--- config.mk ---
export PLATFORM = sky130hd
export DESIGN_NAME = johnson_phase_decoder_flat
export DESIGN_NICKNAME = d
export VERILOG_FILES = /design/src/rtl/johnson_phase_decoder_pkg.sv /design/src/rtl/johnson_phase_decoder_if.sv /design/src/rtl/johnson_phase_decoder_lut.sv /design/src/rtl/johnson_phase_decoder.sv /design/src/flat_wrapper.sv
export SDC_FILE = /design/constraint.sdc
export NUM_CORES = 1
export LEC_CHECK = 0
export CAP_MARGIN = 40
export CORE_ASPECT_RATIO = 2
export CORE_MARGIN = 1.5
export CORE_UTILIZATION = 30
export DETAILED_ROUTE_END_ITERATION = 10
export GPL_TIMING_DRIVEN = 0
export PLACE_DENSITY = 0.58
export RECOVER_POWER = 100
export SETUP_SLACK_MARGIN = 0.15
export SLEW_MARGIN = 20
export SYNTH_ARGS = -nofsm -noshare
export SYNTH_HDL_FRONTEND = slang
export SYNTH_SLANG_ARGS = --single-unit
--- constraint.sdc ---
create_clock -name CLK1 -period 4.3 [get_ports CLK1]
set_input_delay 0.43 -clock CLK1 [delete_from_list [all_inputs] [get_ports CLK1]]
set_output_delay 0.43 -clock CLK1 [all_outputs]
set_load 0.1 [all_outputs]
--- src/rtl/johnson_phase_decoder_pkg.sv ---
// Shared FSM state type and width helper for the Johnson phase decoder.
package johnson_phase_decoder_pkg;

   typedef enum logic [1:0] {
      ST_ACQUIRE = 2'd0,
      ST_LOCKED  = 2'd1,
      ST_FAULT   = 2'd2
   } jpd_state_e;

   // Phase index width for an n-bit Johnson counter (2n states).
   function automatic int phase_width(input int n);
      return (2 * n > 1) ? $clog2(2 * n) : 1;
   endfunction

endpackage

--- src/rtl/johnson_phase_decoder_if.sv ---
// Counter sample input and decoded phase/status outputs of the Johnson phase decoder.
interface johnson_phase_decoder_if
   import johnson_phase_decoder_pkg::*;
#(
   parameter int N     = 4,
   parameter int CNT_W = 8,
   parameter int ERR_W = 4
);
   localparam int PW = phase_width(N);

   logic [N-1:0]     q_in;
   logic [PW-1:0]    phase;
   logic [2*N-1:0]   phase_onehot;
   logic             legal;
   logic             locked;
   logic             illegal;
   logic             step_err;
   logic             wrap;
   logic [CNT_W-1:0] cycle_cnt;
   logic [ERR_W-1:0] err_cnt;

   modport master (
      output q_in,
      input  phase, phase_onehot, legal, locked, illegal, step_err, wrap, cycle_cnt, err_cnt
   );

   modport slave (
      input  q_in,
      output phase, phase_onehot, legal, locked, illegal, step_err, wrap, cycle_cnt, err_cnt
   );

endinterface

--- src/rtl/johnson_phase_decoder_lut.sv ---
// Combinational decode of a Johnson counter sample into legal flag, phase index and one-hot strobe.
module johnson_phase_decoder_lut
   import johnson_phase_decoder_pkg::*;
#(
   parameter  int N  = 4,
   localparam int PW = phase_width(N),
   localparam int S  = 2 * N
) (
   input  logic [N-1:0]  q,
   output logic          legal,
   output logic [PW-1:0] phase,
   output logic [S-1:0]  phase_onehot
);

   // Code for phase p: p ones filling from the MSB for p <= N, then ones draining from the MSB.
   function automatic logic [N-1:0] johnson_code(input int p);
      logic [N-1:0] c;
      c = '0;
      for (int b = 0; b < N; b++)
         c[b] = (p <= N) ? (b >= N - p) : (b < S - p);
      return c;
   endfunction

   generate
      for (genvar gi = 0; gi < S; gi++) begin : g_code
         localparam logic [N-1:0] CODE = johnson_code(gi);
         assign phase_onehot[gi] = (q == CODE);
      end
   endgenerate

   assign legal = |phase_onehot;

   logic [PW-1:0] pop;

   always_comb begin
      pop = PW'($countones(q));
      if (q[N-1] || (q == '0))
         phase = pop;
      else
         phase = PW'(S) - pop;
   end

endmodule

--- src/rtl/johnson_phase_decoder.sv ---
// Johnson counter phase monitor: samples q_in, decodes phase, tracks lock and flags errors.
// Optional saturating error counter is enabled by defining JPD_ERR_COUNT_EN.
module johnson_phase_decoder
   import johnson_phase_decoder_pkg::*;
#(
   parameter int N        = 4,
   parameter int LOCK_CNT = 2,
   parameter int CNT_W    = 8,
   parameter int ERR_W    = 4
) (
   input logic                    CLK1,
   input logic                    reset,
   johnson_phase_decoder_if.slave bus
);

   localparam int PW = phase_width(N);
   localparam int S  = 2 * N;
   localparam int LW = $clog2(LOCK_CNT + 1);

   logic [N-1:0]     q_reg;
   jpd_state_e       state_reg, state_next;
   logic [LW-1:0]    lock_cnt_reg, lock_cnt_next;
   logic [PW-1:0]    prev_reg, prev_next, expected;
   logic [PW-1:0]    phase_reg;
   logic [S-1:0]     onehot_reg;
   logic             legal_reg;
   logic             illegal_reg, illegal_next;
   logic             step_err_reg, step_err_next;
   logic             wrap_reg, wrap_next;
   logic [CNT_W-1:0] cycle_cnt_reg;

   logic             dec_legal;
   logic [PW-1:0]    dec_phase;
   logic [S-1:0]     dec_onehot;

   johnson_phase_decoder_lut #(.N(N)) u_lut (
      .q            (q_reg),
      .legal        (dec_legal),
      .phase        (dec_phase),
      .phase_onehot (dec_onehot)
   );

   assign expected = (prev_reg == PW'(S - 1)) ? '0 : prev_reg + PW'(1);

   always_comb begin
      state_next    = state_reg;
      lock_cnt_next = lock_cnt_reg;
      prev_next     = dec_legal ? dec_phase : prev_reg;
      illegal_next  = 1'b0;
      step_err_next = 1'b0;
      wrap_next     = 1'b0;
      case (state_reg)
         ST_ACQUIRE: begin
            if (!dec_legal) begin
               state_next    = ST_FAULT;
               illegal_next  = 1'b1;
               lock_cnt_next = '0;
            end else if (dec_phase == expected) begin
               if (lock_cnt_reg + LW'(1) >= LW'(LOCK_CNT)) begin
                  state_next    = ST_LOCKED;
                  lock_cnt_next = '0;
               end else begin
                  lock_cnt_next = lock_cnt_reg + LW'(1);
               end
            end else if (dec_phase != prev_reg) begin
               lock_cnt_next = '0;
            end
         end
         ST_LOCKED: begin
            // A repeat of the previous phase is a held counter, not an error.
            if (!dec_legal) begin
               state_next   = ST_FAULT;
               illegal_next = 1'b1;
            end else if (dec_phase == expected) begin
               wrap_next = (prev_reg == PW'(S - 1));
            end else if (dec_phase != prev_reg) begin
               step_err_next = 1'b1;
            end
         end
         ST_FAULT: begin
            if (!dec_legal) begin
               illegal_next = 1'b1;
            end else begin
               state_next    = ST_ACQUIRE;
               lock_cnt_next = '0;
            end
         end
         default: begin
            state_next    = ST_ACQUIRE;
            lock_cnt_next = '0;
         end
      endcase
   end

   always_ff @(posedge CLK1 or posedge reset) begin
      if (reset) begin
         q_reg         <= '0;
         state_reg     <= ST_ACQUIRE;
         lock_cnt_reg  <= '0;
         prev_reg      <= '0;
         phase_reg     <= '0;
         onehot_reg    <= '0;
         legal_reg     <= 1'b0;
         illegal_reg   <= 1'b0;
         step_err_reg  <= 1'b0;
         wrap_reg      <= 1'b0;
         cycle_cnt_reg <= '0;
      end else begin
         q_reg         <= bus.q_in;
         state_reg     <= state_next;
         lock_cnt_reg  <= lock_cnt_next;
         prev_reg      <= prev_next;
         phase_reg     <= dec_phase;
         onehot_reg    <= dec_onehot;
         legal_reg     <= dec_legal;
         illegal_reg   <= illegal_next;
         step_err_reg  <= step_err_next;
         wrap_reg      <= wrap_next;
         if (wrap_next)
            cycle_cnt_reg <= cycle_cnt_reg + CNT_W'(1);
      end
   end

`ifdef JPD_ERR_COUNT_EN
   logic [ERR_W-1:0] err_cnt_reg;

   always_ff @(posedge CLK1 or posedge reset) begin
      if (reset)
         err_cnt_reg <= '0;
      else if ((illegal_next || step_err_next) && (err_cnt_reg != '1))
         err_cnt_reg <= err_cnt_reg + ERR_W'(1);
   end

   assign bus.err_cnt = err_cnt_reg;
`else
   assign bus.err_cnt = {ERR_W{1'b0}};
`endif

   assign bus.phase        = phase_reg;
   assign bus.phase_onehot = onehot_reg;
   assign bus.legal        = legal_reg;
   assign bus.locked       = (state_reg == ST_LOCKED);
   assign bus.illegal      = illegal_reg;
   assign bus.step_err     = step_err_reg;
   assign bus.wrap         = wrap_reg;
   assign bus.cycle_cnt    = cycle_cnt_reg;

endmodule

--- src/flat_wrapper.sv ---
// flat-port wrapper written by rule: the top's interface ports become plain ports
module johnson_phase_decoder_flat import johnson_phase_decoder_pkg::*;
#(
   parameter int N        = 4,
   parameter int LOCK_CNT = 2,
   parameter int CNT_W    = 8,
   parameter int ERR_W    = 4
)
  (CLK1, reset, bus_q_in, bus_phase, bus_phase_onehot, bus_legal, bus_locked, bus_illegal, bus_step_err, bus_wrap, bus_cycle_cnt, bus_err_cnt);
  johnson_phase_decoder_if #(.N(N), .CNT_W(CNT_W), .ERR_W(ERR_W)) bus_i ();
  input logic CLK1;
  input logic reset;
  input wire logic [$bits(bus_i.q_in)-1:0] bus_q_in;
  output wire logic [$bits(bus_i.phase)-1:0] bus_phase;
  output wire logic [$bits(bus_i.phase_onehot)-1:0] bus_phase_onehot;
  output wire logic [$bits(bus_i.legal)-1:0] bus_legal;
  output wire logic [$bits(bus_i.locked)-1:0] bus_locked;
  output wire logic [$bits(bus_i.illegal)-1:0] bus_illegal;
  output wire logic [$bits(bus_i.step_err)-1:0] bus_step_err;
  output wire logic [$bits(bus_i.wrap)-1:0] bus_wrap;
  output wire logic [$bits(bus_i.cycle_cnt)-1:0] bus_cycle_cnt;
  output wire logic [$bits(bus_i.err_cnt)-1:0] bus_err_cnt;
  assign bus_i.q_in = bus_q_in;
  assign bus_phase = bus_i.phase;
  assign bus_phase_onehot = bus_i.phase_onehot;
  assign bus_legal = bus_i.legal;
  assign bus_locked = bus_i.locked;
  assign bus_illegal = bus_i.illegal;
  assign bus_step_err = bus_i.step_err;
  assign bus_wrap = bus_i.wrap;
  assign bus_cycle_cnt = bus_i.cycle_cnt;
  assign bus_err_cnt = bus_i.err_cnt;
  johnson_phase_decoder #(.N(N), .LOCK_CNT(LOCK_CNT), .CNT_W(CNT_W), .ERR_W(ERR_W)) u_core (.CLK1(CLK1), .reset(reset), .bus(bus_i));
endmodule
* Yosys cells after proc, flatten, opt, wreduce, memory -nomap -nowiden
Cells that the tools add are included.
W data, S select, Z words.
** Word-level totals
- Register bits :: 34
- Input port bits :: 6
- Output and inout bits :: 28
- Logic and storage cells :: 66
** Cells by class
- Add/subtract/negate cells :: 7
- Magnitude comparators :: 1
- Eq/ne operators :: 17
- Mux-type cells :: 22
- Bitwise operators :: 1
- Reductions and logical operators :: 7
** Operator list (count)
- $mux W2 :: 9
- $eq A4 B4 Y1 const B :: 4
- $pmux W2 S3 :: 2
- $mux W1 :: 9
- $add A8 B1 Y8 const B :: 1
- $reduce_or A8 Y1 :: 1
- $mux W3 :: 2
- $ne A3 B3 Y1 const B :: 2
- $add A1 B1 Y2 :: 2
- $eq A4 B1 Y1 const B :: 1
- $eq A4 B2 Y1 const B :: 1
- $eq A4 B3 Y1 const B :: 1
- $logic_not A4 Y1 :: 1
- $ne A4 B4 Y1 const B :: 1
- $reduce_and A4 Y1 :: 1
- $add A2 B2 Y3 :: 1
- $add A3 B1 Y3 const B :: 1
- $eq A3 B3 Y1 :: 1
- $eq A3 B3 Y1 const B :: 1
- $ne A3 B3 Y1 :: 1
- $reduce_and A3 Y1 :: 1
- $reduce_or A3 Y1 :: 1
- $sub A1 B3 Y3 const A :: 1
- $add A2 B1 Y2 const B :: 1
- other kinds (8) :: 8

* Logic depth before layout (Yosys ltp)
Gate-level depths: netlist (run 1).
- Depth after elaboration :: 9
- Depth in mapped cells :: 9
- Mapped depth without buffers :: 8

* Hierarchy
From an unflattened synthesis (run 1), not the netlist that was laid out.
** Second synthesis, totals
- Cells, all modules :: 128
- Area total of the unflattened synthesis :: 1610.3 µm²
** Modules (own cells, without submodules)
- johnson_phase_decoder :: times used 1, cells an instance 92, area an instance 1310.0 µm², sequential area each 850.8 µm²
- johnson_phase_decoder_lut :: times used 1, cells an instance 36, area an instance 300.3 µm², sequential area each 0.0 µm²

* Worst setup path before layout (run 1)
No wires, ideal clock.
- Kind :: reg2reg
- From :: register u_core.state_reg[1]
- To :: register u_core.cycle_cnt_reg[4], in the netlist u_core.bus.cycle_cnt[4]
- Setup time :: 0.163 ns
- Arrival :: 2.770 ns
- Required time :: 4.137 ns
- Slack :: 1.367 ns
- Stages on the path, launching flop included :: 5
- Path buffers :: 0
- Clock period less this slack :: 2.933 ns
- Path through :: dfrtp_1 > nor2b_1 > nand2_1 > nor4_1 > xor2_1
** Between the ends
- Word-level cells in the longest chain between the ends :: 2
** Ends and longest elaborated chain
- start, declared :: RTL line johnson_phase_decoder.sv:21 : jpd_state_e state_reg, state_next;
- start signal, assigned :: RTL line johnson_phase_decoder.sv:110 : state_reg <= state_next;
- $eq A2 B1 Y1
- via bus_locked :: RTL line flat_wrapper.sv:17 : output wire logic [$bits(bus_i.locked)-1:0] bus_locked;
- $mux W1 :: RTL line johnson_phase_decoder.sv:52 : case (state_reg)
- end signal, assigned :: RTL line johnson_phase_decoder.sv:120 : cycle_cnt_reg <= cycle_cnt_reg + CNT_W'(1);
- end, declared :: RTL line johnson_phase_decoder.sv:30 : logic [CNT_W-1:0] cycle_cnt_reg;
The timed path passes the listed nets, and every way through them passes these cells.
A chain may end at the register's enable or synchronous reset.

* Worst setup path after layout (run 1)
- From :: register u_core.q_reg[0]
- To :: register u_core.cycle_cnt_reg[1], in the netlist u_core.bus.cycle_cnt[1]
** Between the ends
- Word-level cells in the longest chain between the ends :: 8
- Elaborated cells on any way between the ends :: 18
- Classes of those cells :: 3 x add/sub; 8 x eq/ne; 4 x mux; 3 x reduce/logical
** Ends and longest elaborated chain
- start, declared :: RTL line johnson_phase_decoder.sv:20 : logic [N-1:0] q_reg;
- start signal, assigned :: RTL line johnson_phase_decoder.sv:109 : q_reg <= bus.q_in;
- $add A1 B1 Y2 (implied by the code) :: RTL line johnson_phase_decoder_lut.sv:36 : pop = PW'($countones(q));
- $add A2 B2 Y3 (implied by the code) :: RTL line johnson_phase_decoder_lut.sv:36
- $sub A1 B3 Y3 :: RTL line johnson_phase_decoder_lut.sv:40 : phase = PW'(S) - pop;
- $mux W3 * :: RTL line johnson_phase_decoder_lut.sv:37 : if (q[N-1] || (q == '0))
- via u_core.dec_phase[0] :: RTL line johnson_phase_decoder.sv:33 : logic [PW-1:0] dec_phase;
- $eq A3 B3 Y1 * :: RTL line johnson_phase_decoder.sv:74 : end else if (dec_phase == expected) begin
- $mux W1 * :: RTL line johnson_phase_decoder.sv:74
- $mux W1 * :: RTL line johnson_phase_decoder.sv:71 : if (!dec_legal) begin
- $mux W1 * :: RTL line johnson_phase_decoder.sv:52
- via u_core.wrap_next :: RTL line johnson_phase_decoder.sv:29 : logic wrap_reg, wrap_next;
Mark *: on every way through the listed nets, which the timed path passes. The rest lies on a longest branch.

==> results_dict.tcl, run 1 <==
set metrics [dict create \
    critPathMaxFanout 9 \
    grt_overflow 0 \
    antenna_found_initial 0 \
    startpoint "u_core.q_reg[0]" \
    max_slew.worst_pin.slew_ps 1320 \
    p_per_area_nw_per_um2 420 \
    place_area_sq_um 2390 \
    hold_viol_final 0 \
    p_leak_nw 0.995 \
    final_area_sq_um 2190 \
    fin_crit_sh_pct 78.8 \
    grt_max_degree 35 \
    synth-seq-cells 34 \
    critical_path_class "flip-flop to flip-flop" \
    wl_microns 3500 \
    synth_cell_types 40 \
    synth_edf_count 0 \
    postCtsSetupBuffers 0 \
    drc 0 \
    fmax_ghz 0.295 \
    cts_buffers 5 \
    synth.most_common_cell "dfrtp_1" \
    hold_start "u_core.bus.cycle_cnt[7]" \
    synth_top_area_cell "dfrtp_1" \
    power.total_mw 0.919 \
    ant_nets 0 \
    synth_area_leaders "dfrtp_1 (52%), ha_1 (7.6%), xnor2_1 (3.7%), xor2_1 (3.2%), nand3_1 (2.1%)" \
    port_buffers 29 \
    synth_top_area_share_pct 51.5 \
    syn-cell-area_sq_um 1650 \
    nNetsFinal 216 \
    core_area_sq_um 5370 \
    drt_iter0_drc 30 \
    slew_headroom_pct 11.9 \
    finish.utilization_pct 40.8 \
    dp_hpwl_microns 2650 \
    insertedDiodeCount 0 \
    viasPerCell 4.78 \
    outcome "finished clean" \
    synth-seq-area-share_pct 51.5 \
    maxCapViolCount 0 \
    critPathCaptureType "flip-flop" \
    gp_congestion 0.781 \
    rsz0062_at_grt "false" \
    skew_ps 4.01 \
    dr.pass1.iters 4 \
    period_minus_slack_ps 3390 \
    row_count 38 \
    reg2reg_from "u_core.q_reg[0]" \
    cts_buffer_depth 2 \
    syn2layout_area_growth_pct 32.6 \
    yosys-top-cells-count "dfrtp_1 (34), ha_1 (10), inv_1 (8)" \
    arrival_ps 3550 \
    hp-class "flip-flop to flip-flop" \
    dieArea_sq_um 5990 \
    ir_drop_uv 177 \
    yosys_warnings 0 \
    clk_pin_slew_ps 70 \
    syn_inst 136 \
    crit_path_start_kind "flip-flop" \
    slew_viol_final 0 \
    die_w_microns 55.5 \
    crit_required_ps 4460 \
    ys.flop_type "dfrtp_1" \
    grt_pass1_wl_microns 6120 \
    synthArstFlopShare_pct 100 \
    clkSinkCount 34 \
    postCtsHoldBufs 0 \
    h-tree-depth 2 \
    num_vias 1242 \
    ctsRootBufferMaster "clkbuf_8" \
    postSynthAreaPerCell_sq_um 12.1 \
    avgRoutedWirePerCell_microns 13.5 \
    die_y_microns 108 \
    clock_latency_ps 280 \
    cts_tree "yes" \
    floorplan.initialDensity_pct 30.7 \
    setup_violations 0 \
    io_pins 34 \
    ctsResizeCount 0 \
    drive_gt1_share_pct 9.00 \
    tns_ps 0 \
    grt_use_total_pct 12.9 \
    grt_pass1_vias 1382 \
]
per-stage QoR:
step                instances  setup WS, ps  hold slack [ps]
global route              260           698              502
CTS                       260          1230              484
finish                    260           910              475
global placement          228          1330              455
floorplan                 139          1370              461
detailed placement        252          1260              474
logic make-up (layout without fill, tap and decap cells):
logic type               count (synthesis)  count (layout)  share of synthesized area, %
AO/OA/AOI/OAI                           11              11                          5.30
XOR/XNOR                                14              14                          8.33
adder cells (fa/ha/maj)                 11              11                          8.79
buffers and inverters                   14              75                          4.24
flip-flops                              34              34                          51.5
multiplexers                             4               4                          2.73
other                                    1               4                         0.227
AND/OR/NAND/NOR                         47              47                          18.9
cells in the final DEF (no fill, tap or decap), types with 2 or more instances in the layout:
cell type | synthesis | final
a21oi_1 | 3 | 3
nor4_1 | 5 | 5
clkbuf_1 | 0 | 26
nor2b_1 | 2 | 3
and2_1 | 4 | 2
nand2_1 | 5 | 5
mux2_2 | 3 | 3
dlygate4sd3_1 | 0 | 6
and2_0 | 0 | 2
xnor2_1 | 7 | 7
nand4_1 | 2 | 3
inv_1 | 8 | 8
and3_1 | 3 | 3
nor3b_1 | 3 | 4
xor2_1 | 6 | 6
nor4_2 | 2 | 2
ha_1 | 10 | 10
conb_1 | 1 | 4
nand3_1 | 7 | 7
o21ai_0 | 1 | 3
clkdlybuf4s50_1 | 0 | 23
dfrtp_1 | 34 | 34
clkbuf_8 | 0 | 6
nor2_1 | 3 | 4
buf_4 | 4 | 4
nor3_1 | 2 | 2
area by class of cell:
class	instances	area (sq um)
plain buffers	6	37.5
well taps	60	75.1
multi-input cells	91	713
clock inverters	1	5.00
repair buffers	53	392
clock buffers	7	86.3
fillers	533	3180
inverters	8	30.0
flip-flops and latches	34	851
path summary, 6_finish.rpt:
kind	to	slack (ps)	cells past startpoint
max in group asynchronous	u_core.bus.cycle_cnt[0]	2560	2
worst max register to register	u_core.bus.cycle_cnt[1]	910	7
worst min register to register	u_core.bus.cycle_cnt[7]	480	1
min in group asynchronous	u_core.bus.phase_onehot[7]	960	2
worst max-delay path	u_core.bus.cycle_cnt[1]	910	7
worst min-delay path	u_core.bus.cycle_cnt[7]	480	1
metal layers:
layer | vias to the layer above | wire length, microns | global-route usage (%)
li1 | 589 | - | -
met1 | 618 | 1220 | 11.9
met2 | 27 | 2090 | 25.9
met3 | 8 | 111 | 2.39
met4 | 0 | 86 | 6.27
met5 | - | 0 | 0
power by group:
part	switching (mW)	internal (mW)	leakage, nW
Sequential	0.0186	0.345	0.445
Clock	0.113	0.129	0.0482
Combinational	0.204	0.110	0.502
Total	0.336	0.584	0.995
worst max-delay path: stages, from the launching register on:
cell and delay (ps):
dfrtp_1 430, fa_1 520, ha_1 450, nor3b_1 430, xor3_1 340, nand4_1 390, nor2_1 350, mux2_1 340
No activity file was read; power rests on OpenSTA's default activity.
==> run 2: changes to the inputs <==
Clock period 4.3 ns to 3.2 ns, I/O delays scaled along.
==> run 2 against run 1 <==
  * Clock-buffer cell count did not move
  * Sequential power is 35% higher
  * Final area increased by 2.7%
  * Sequential share of layout area shrank 1.0 points
  * Utilization up 1.1 points
  * Non-clock buffer count up 1
==> results_dict.tcl, run 2 (same netlist as run 1, synthesis figures left out) <==
set metrics [dict create \
    outcome "finished clean" \
    reg2reg_from "u_core.q_reg[0]" \
    cts_buffer_depth 2 \
    grt_max_degree 35 \
    floorplan.initialDensity_pct 30.7 \
    reg2regPathDepth 8 \
    dieArea_sq_um 5990 \
    fin_crit_sh_pct 91.8 \
    hold_start "u_core.bus.cycle_cnt[7]" \
    viasPerCell 4.80 \
    ir_drop_uv 262 \
    port_buffers 29 \
    layout_common_cells "dfrtp_1 (34), clkbuf_1 (26), clkdlybuf4s50_1 (23)" \
    drive_gt1_share_pct 11.9 \
    final_area_sq_um 2250 \
    hold_path_depth 1 \
    rsz0062_at_grt "false" \
    wl_microns 3610 \
    cts_tree "yes" \
    clk_pin_slew_ps 70 \
    r2r_setup_slack_ps 260 \
    p_per_area_nw_per_um2 571 \
    fmax_ghz 0.340 \
    cts_buffers 5 \
    slowest_stage "fa_1" \
    cpPeakStageDelay_ps 560 \
    hp-class "flip-flop to flip-flop" \
    p_leak_nw 1.01 \
    insertedDiodeCount 0 \
    dr.pass1.iters 4 \
    ctsRootBufferMaster "clkbuf_8" \
    critPathMaxFanout 8 \
    nNetsFinal 217 \
    use_met1_pct 11.9 \
    grt_use_total_pct 12.9 \
    avgRoutedWirePerCell_microns 13.8 \
    slew_viol_final 0 \
    grt_use_met3_pct 2.39 \
    die_w_microns 55.5 \
    tns_ps 0 \
    finish.utilization_pct 41.9 \
    slew_headroom_pct 12.2 \
    place_area_sq_um 2390 \
    crit_path_start_kind "flip-flop" \
    max_slew.worst_pin.slew_ps 1320 \
    postCtsHoldBufs 0 \
    ant_nets 0 \
    row_count 38 \
    drt_iter0_drc 15 \
    maxCapViolCount 0 \
    grt_pass1_wl_microns 6140 \
    finalNonFillerCells 261 \
    arrival_ps 3140 \
    syn2layout_area_growth_pct 36.2 \
    die_y_microns 108 \
    layout_commonest_cell "dfrtp_1" \
    h-tree-depth 2 \
    antenna_found_initial 0 \
    power.total_mw 1.28 \
    hold_end "u_core.bus.cycle_cnt[7]" \
    skew_ps 4.78 \
    gp_congestion 0.781 \
    drc 0 \
    dp_hpwl_microns 2650 \
    critPathCaptureType "flip-flop" \
    io_pins 34 \
    grt_overflow 0 \
    globalRoute.busiestLayer "met2" \
    timing.rr.end "u_core.bus.cycle_cnt[7]" \
    num_vias 1252 \
    critical_path_class "flip-flop to flip-flop" \
    place_inst 252 \
    core_area_sq_um 5370 \
    period_minus_slack_ps 2940 \
    clkSinkCount 34 \
    grt_pass1_vias 1379 \
    cp_cell_sequence "fa_1 -> ha_1 -> nor2b_1 -> o311a_1 -> o31ai_4 -> nand4_4 -> nor4_1 -> xor2_1" \
    setup_violations 0 \
    crit_required_ps 3400 \
    hold_viol_final 0 \
    grt_util_met2_pct 25.9 \
    clock_latency_ps 280 \
]
[run 2: worst max path at each step]
stage / from / endpoint / slack [ps] / depth (start not counted)
floorplan: u_core.state_reg[1] / u_core.bus.cycle_cnt[4] / 270 / 4
global placement: u_core.q_reg[0] / u_core.bus.cycle_cnt[1] / 230 / 8
global route: u_core.q_reg[3] / u_core.bus.cycle_cnt[7] / 100 / 8
detailed placement: u_core.q_reg[0] / u_core.bus.cycle_cnt[1] / 160 / 8
finish: u_core.q_reg[0] / u_core.bus.cycle_cnt[7] / 260 / 8
CTS: u_core.q_reg[0] / u_core.bus.cycle_cnt[1] / 200 / 8
[run 2: cell type report]
class | instances | area, sq um
Tap cell | 60 | 75.1
Sequential cell | 34 | 851
Fill cell | 524 | 3120
Multi-Input combinational cell | 91 | 766
Inverter | 8 | 30.0
Clock inverter | 1 | 5.00
Timing Repair Buffer | 54 | 399
Buffer | 6 | 37.5
Clock buffer | 7 | 86.3
[run 2: through the flow]
step / setup slack (ps) / hold slack, ps
4_1_cts: 204 / 466
5_1_grt: 98.9 / 502
3_3_place_gp: 231 / 455
3_5_place_dp: 163 / 474
6_report: 263 / 476
2_1_floorplan: 267 / 351
[run 2: timing repair]
item,CTS,global route
pin swaps,0,1
gates resized for setup,2,7
buffers inserted,0,1
endpoints found under the setup margin,4,7
cloned,0,0
[run 2: critical path: cells and delay by family (launching register included)]
kind,cells,cell delay (ps)
AOI/OAI and AO/OA,2,600
xor gates and xnor gates,1,180
adders and majority gates,2,830
DFF,1,430
and+or+nand+nor,3,820
[run 2: layer usage]
layer,share of wire [%],vias to the layer above,wire length (microns)
met2,62,30,2230
li1,-,597,-
met1,33,621,1210
met3,3.1,4,111
met4,1.6,0,56
met5,0,-,0
[run 2: power breakdown]
part	switching, mW	internal [mW]
combinational	0.297	0.175
sequential	0.0256	0.463
clock	0.149	0.174
total	0.472	0.812
==> run 3: changes to the inputs <==
Settings changed: PLACE_DENSITY 0.58 to 0.48.
==> run 3 against run 2 <==
  * Combinational power is 4.9% higher
  * Worst setup slack worse by 62 ps
  * Clock skew decreased by 0.59 ps
  * Largest power group is now combinational logic
  * Sequential power about the same
  * Utilization up 0.51 points
  * Highest routed layer unchanged
  * Largest cell class unchanged
==> results_dict.tcl, run 3 (same netlist as run 1, synthesis figures left out) <==
set metrics [dict create \
    fillers 536 \
    viasPerCell 4.81 \
    outcome "finished clean" \
    ant_nets 0 \
    whs_ps 478 \
    p_leak_nw 1.02 \
    fin_crit_sh_pct 93.7 \
    grt_overflow 0 \
    h-tree-depth 2 \
    slew_viol_final 0 \
    drive_gt1_share_pct 13.9 \
    p_switching_mw 0.492 \
    place_area_sq_um 2390 \
    gp_congestion 0.773 \
    ctsRootBufferMaster "clkbuf_8" \
    die_y_microns 108 \
    setup_violations 0 \
    dp_hpwl_microns 2660 \
    drc 0 \
    port_buffers 29 \
    period_minus_slack_ps 3000 \
    crit_required_ps 3400 \
    insertedDiodeCount 0 \
    hold_start "u_core.bus.cycle_cnt[7]" \
    floorplan.initialDensity_pct 30.7 \
    layout_common_cells "dfrtp_1 (34), clkbuf_1 (25), clkdlybuf4s50_1 (22)" \
    seq_power_share_pct 37.5 \
    core_area_sq_um 5370 \
    grt_pass1_vias 1332 \
    critical_path_class "flip-flop to flip-flop" \
    final_area_sq_um 2280 \
    p_int_mw 0.818 \
    cts_tree "yes" \
    dr.pass1.iters 4 \
    power.total_mw 1.31 \
    cts_buffer_depth 2 \
    grt_pass1_wl_microns 6090 \
    arrival_ps 3200 \
    dieArea_sq_um 5990 \
    postCtsHoldBufs 0 \
    pre_cts_ws_ps 138 \
    startpoint "u_core.q_reg[0]" \
    combPwrFrac_pct 37.9 \
    slew_headroom_pct 14.0 \
    hold_viol_final 0 \
    die_w_microns 55.5 \
    num_vias 1261 \
    clkSinkCount 34 \
    p_per_area_nw_per_um2 575 \
    antenna_found_initial 0 \
    clock_latency_ps 280 \
    clk_pin_slew_ps 60 \
    avgRoutedWirePerCell_microns 13.6 \
    io_pins 34 \
    nNetsFinal 218 \
    register_area_sq_um 851 \
    crit_path_start_kind "flip-flop" \
    wl_microns 3580 \
    maxCapViolCount 0 \
    reg2reg_from "u_core.q_reg[0]" \
    p_clk_share_pct 24.6 \
    syn2layout_area_growth_pct 37.9 \
    critPathMaxFanout 5 \
    ir_drop_uv 256 \
    cts_buffers 5 \
    row_count 38 \
    fin_ws_ps 200 \
    drt_iter0_drc 16 \
    multi_input_area_sq_um 782 \
    switching_share_pct 37.5 \
    critPathCaptureType "flip-flop" \
    fmax_ghz 0.333 \
    max_slew.worst_pin.slew_ps 1290 \
    tns_ps 0 \
    skew_ps 4.20 \
    grt_max_degree 35 \
    layout_commonest_cell "dfrtp_1" \
    grt_use_total_pct 13.1 \
    rsz0062_at_grt "false" \
    hp-class "flip-flop to flip-flop" \
]
run 3: per-layer routing:
layer / vias up / track usage [%] / routed length [microns]
li1: 595 / - / -
met3: 7 / 2.75 / 124
met1: 632 / 12.5 / 1270
met2: 27 / 25.3 / 2100
met5: - / 0 / 0
met4: 0 / 6.97 / 83
run 3: cell type report:
cell class	count	share of cell area, %
sequential	34	37.4
tap	60	3.30
timing repair buffer	54	18.0
multi-input combinational	92	34.3
inverter	8	1.32
clock buffer	7	3.79
clock inverter	1	0.220
buffer	6	1.65
run 3: critical path, cell delays in order, from the launching register on:
cell and delay (ps):
dfrtp_1 440, fa_1 580, ha_1 270, nor2b_1 160, o311a_1 350, o31ai_4 290, nand4_4 200, nor4_1 420
xor2_1 190
run 3: power groups by stage:
stage,Clock (mW),Combinational (mW),Sequential (mW)
2_1_floorplan,0,0.256,0.597
3_3_place_gp,0,0.434,0.498
3_5_place_dp,0,0.493,0.499
4_1_cts,0.333,0.497,0.491
5_1_grt,0.354,0.535,0.496
6_report,0.323,0.496,0.491
run 3: worst paths after layout:
kind / endpoint / slack (ps) / cells past startpoint
min reg2reg: u_core.bus.cycle_cnt[7] / 480 / 1
min: u_core.bus.cycle_cnt[7] / 480 / 1
max: u_core.bus.cycle_cnt[6] / 200 / 8
min in group asynchronous: u_core.bus.illegal / 830 / 2
max reg2reg: u_core.bus.cycle_cnt[6] / 200 / 8
max in group asynchronous: u_core.bus.phase[1] / 1600 / 2
run 3: repair_timing:
action                                  CTS  global route
buffers inserted                          0             1
resized for setup                         2             8
cloned                                    0             1
endpoints found under the setup margin    2             7
pin swaps                                 0             1
run 3: metrics by stage:
step                      util (%)  cells
after floorplan                  -    139
after global placement        37.8    228
after detailed placement      44.5    252
after CTS                     46.4    260
after global routing          42.4    262
final                         42.4    262
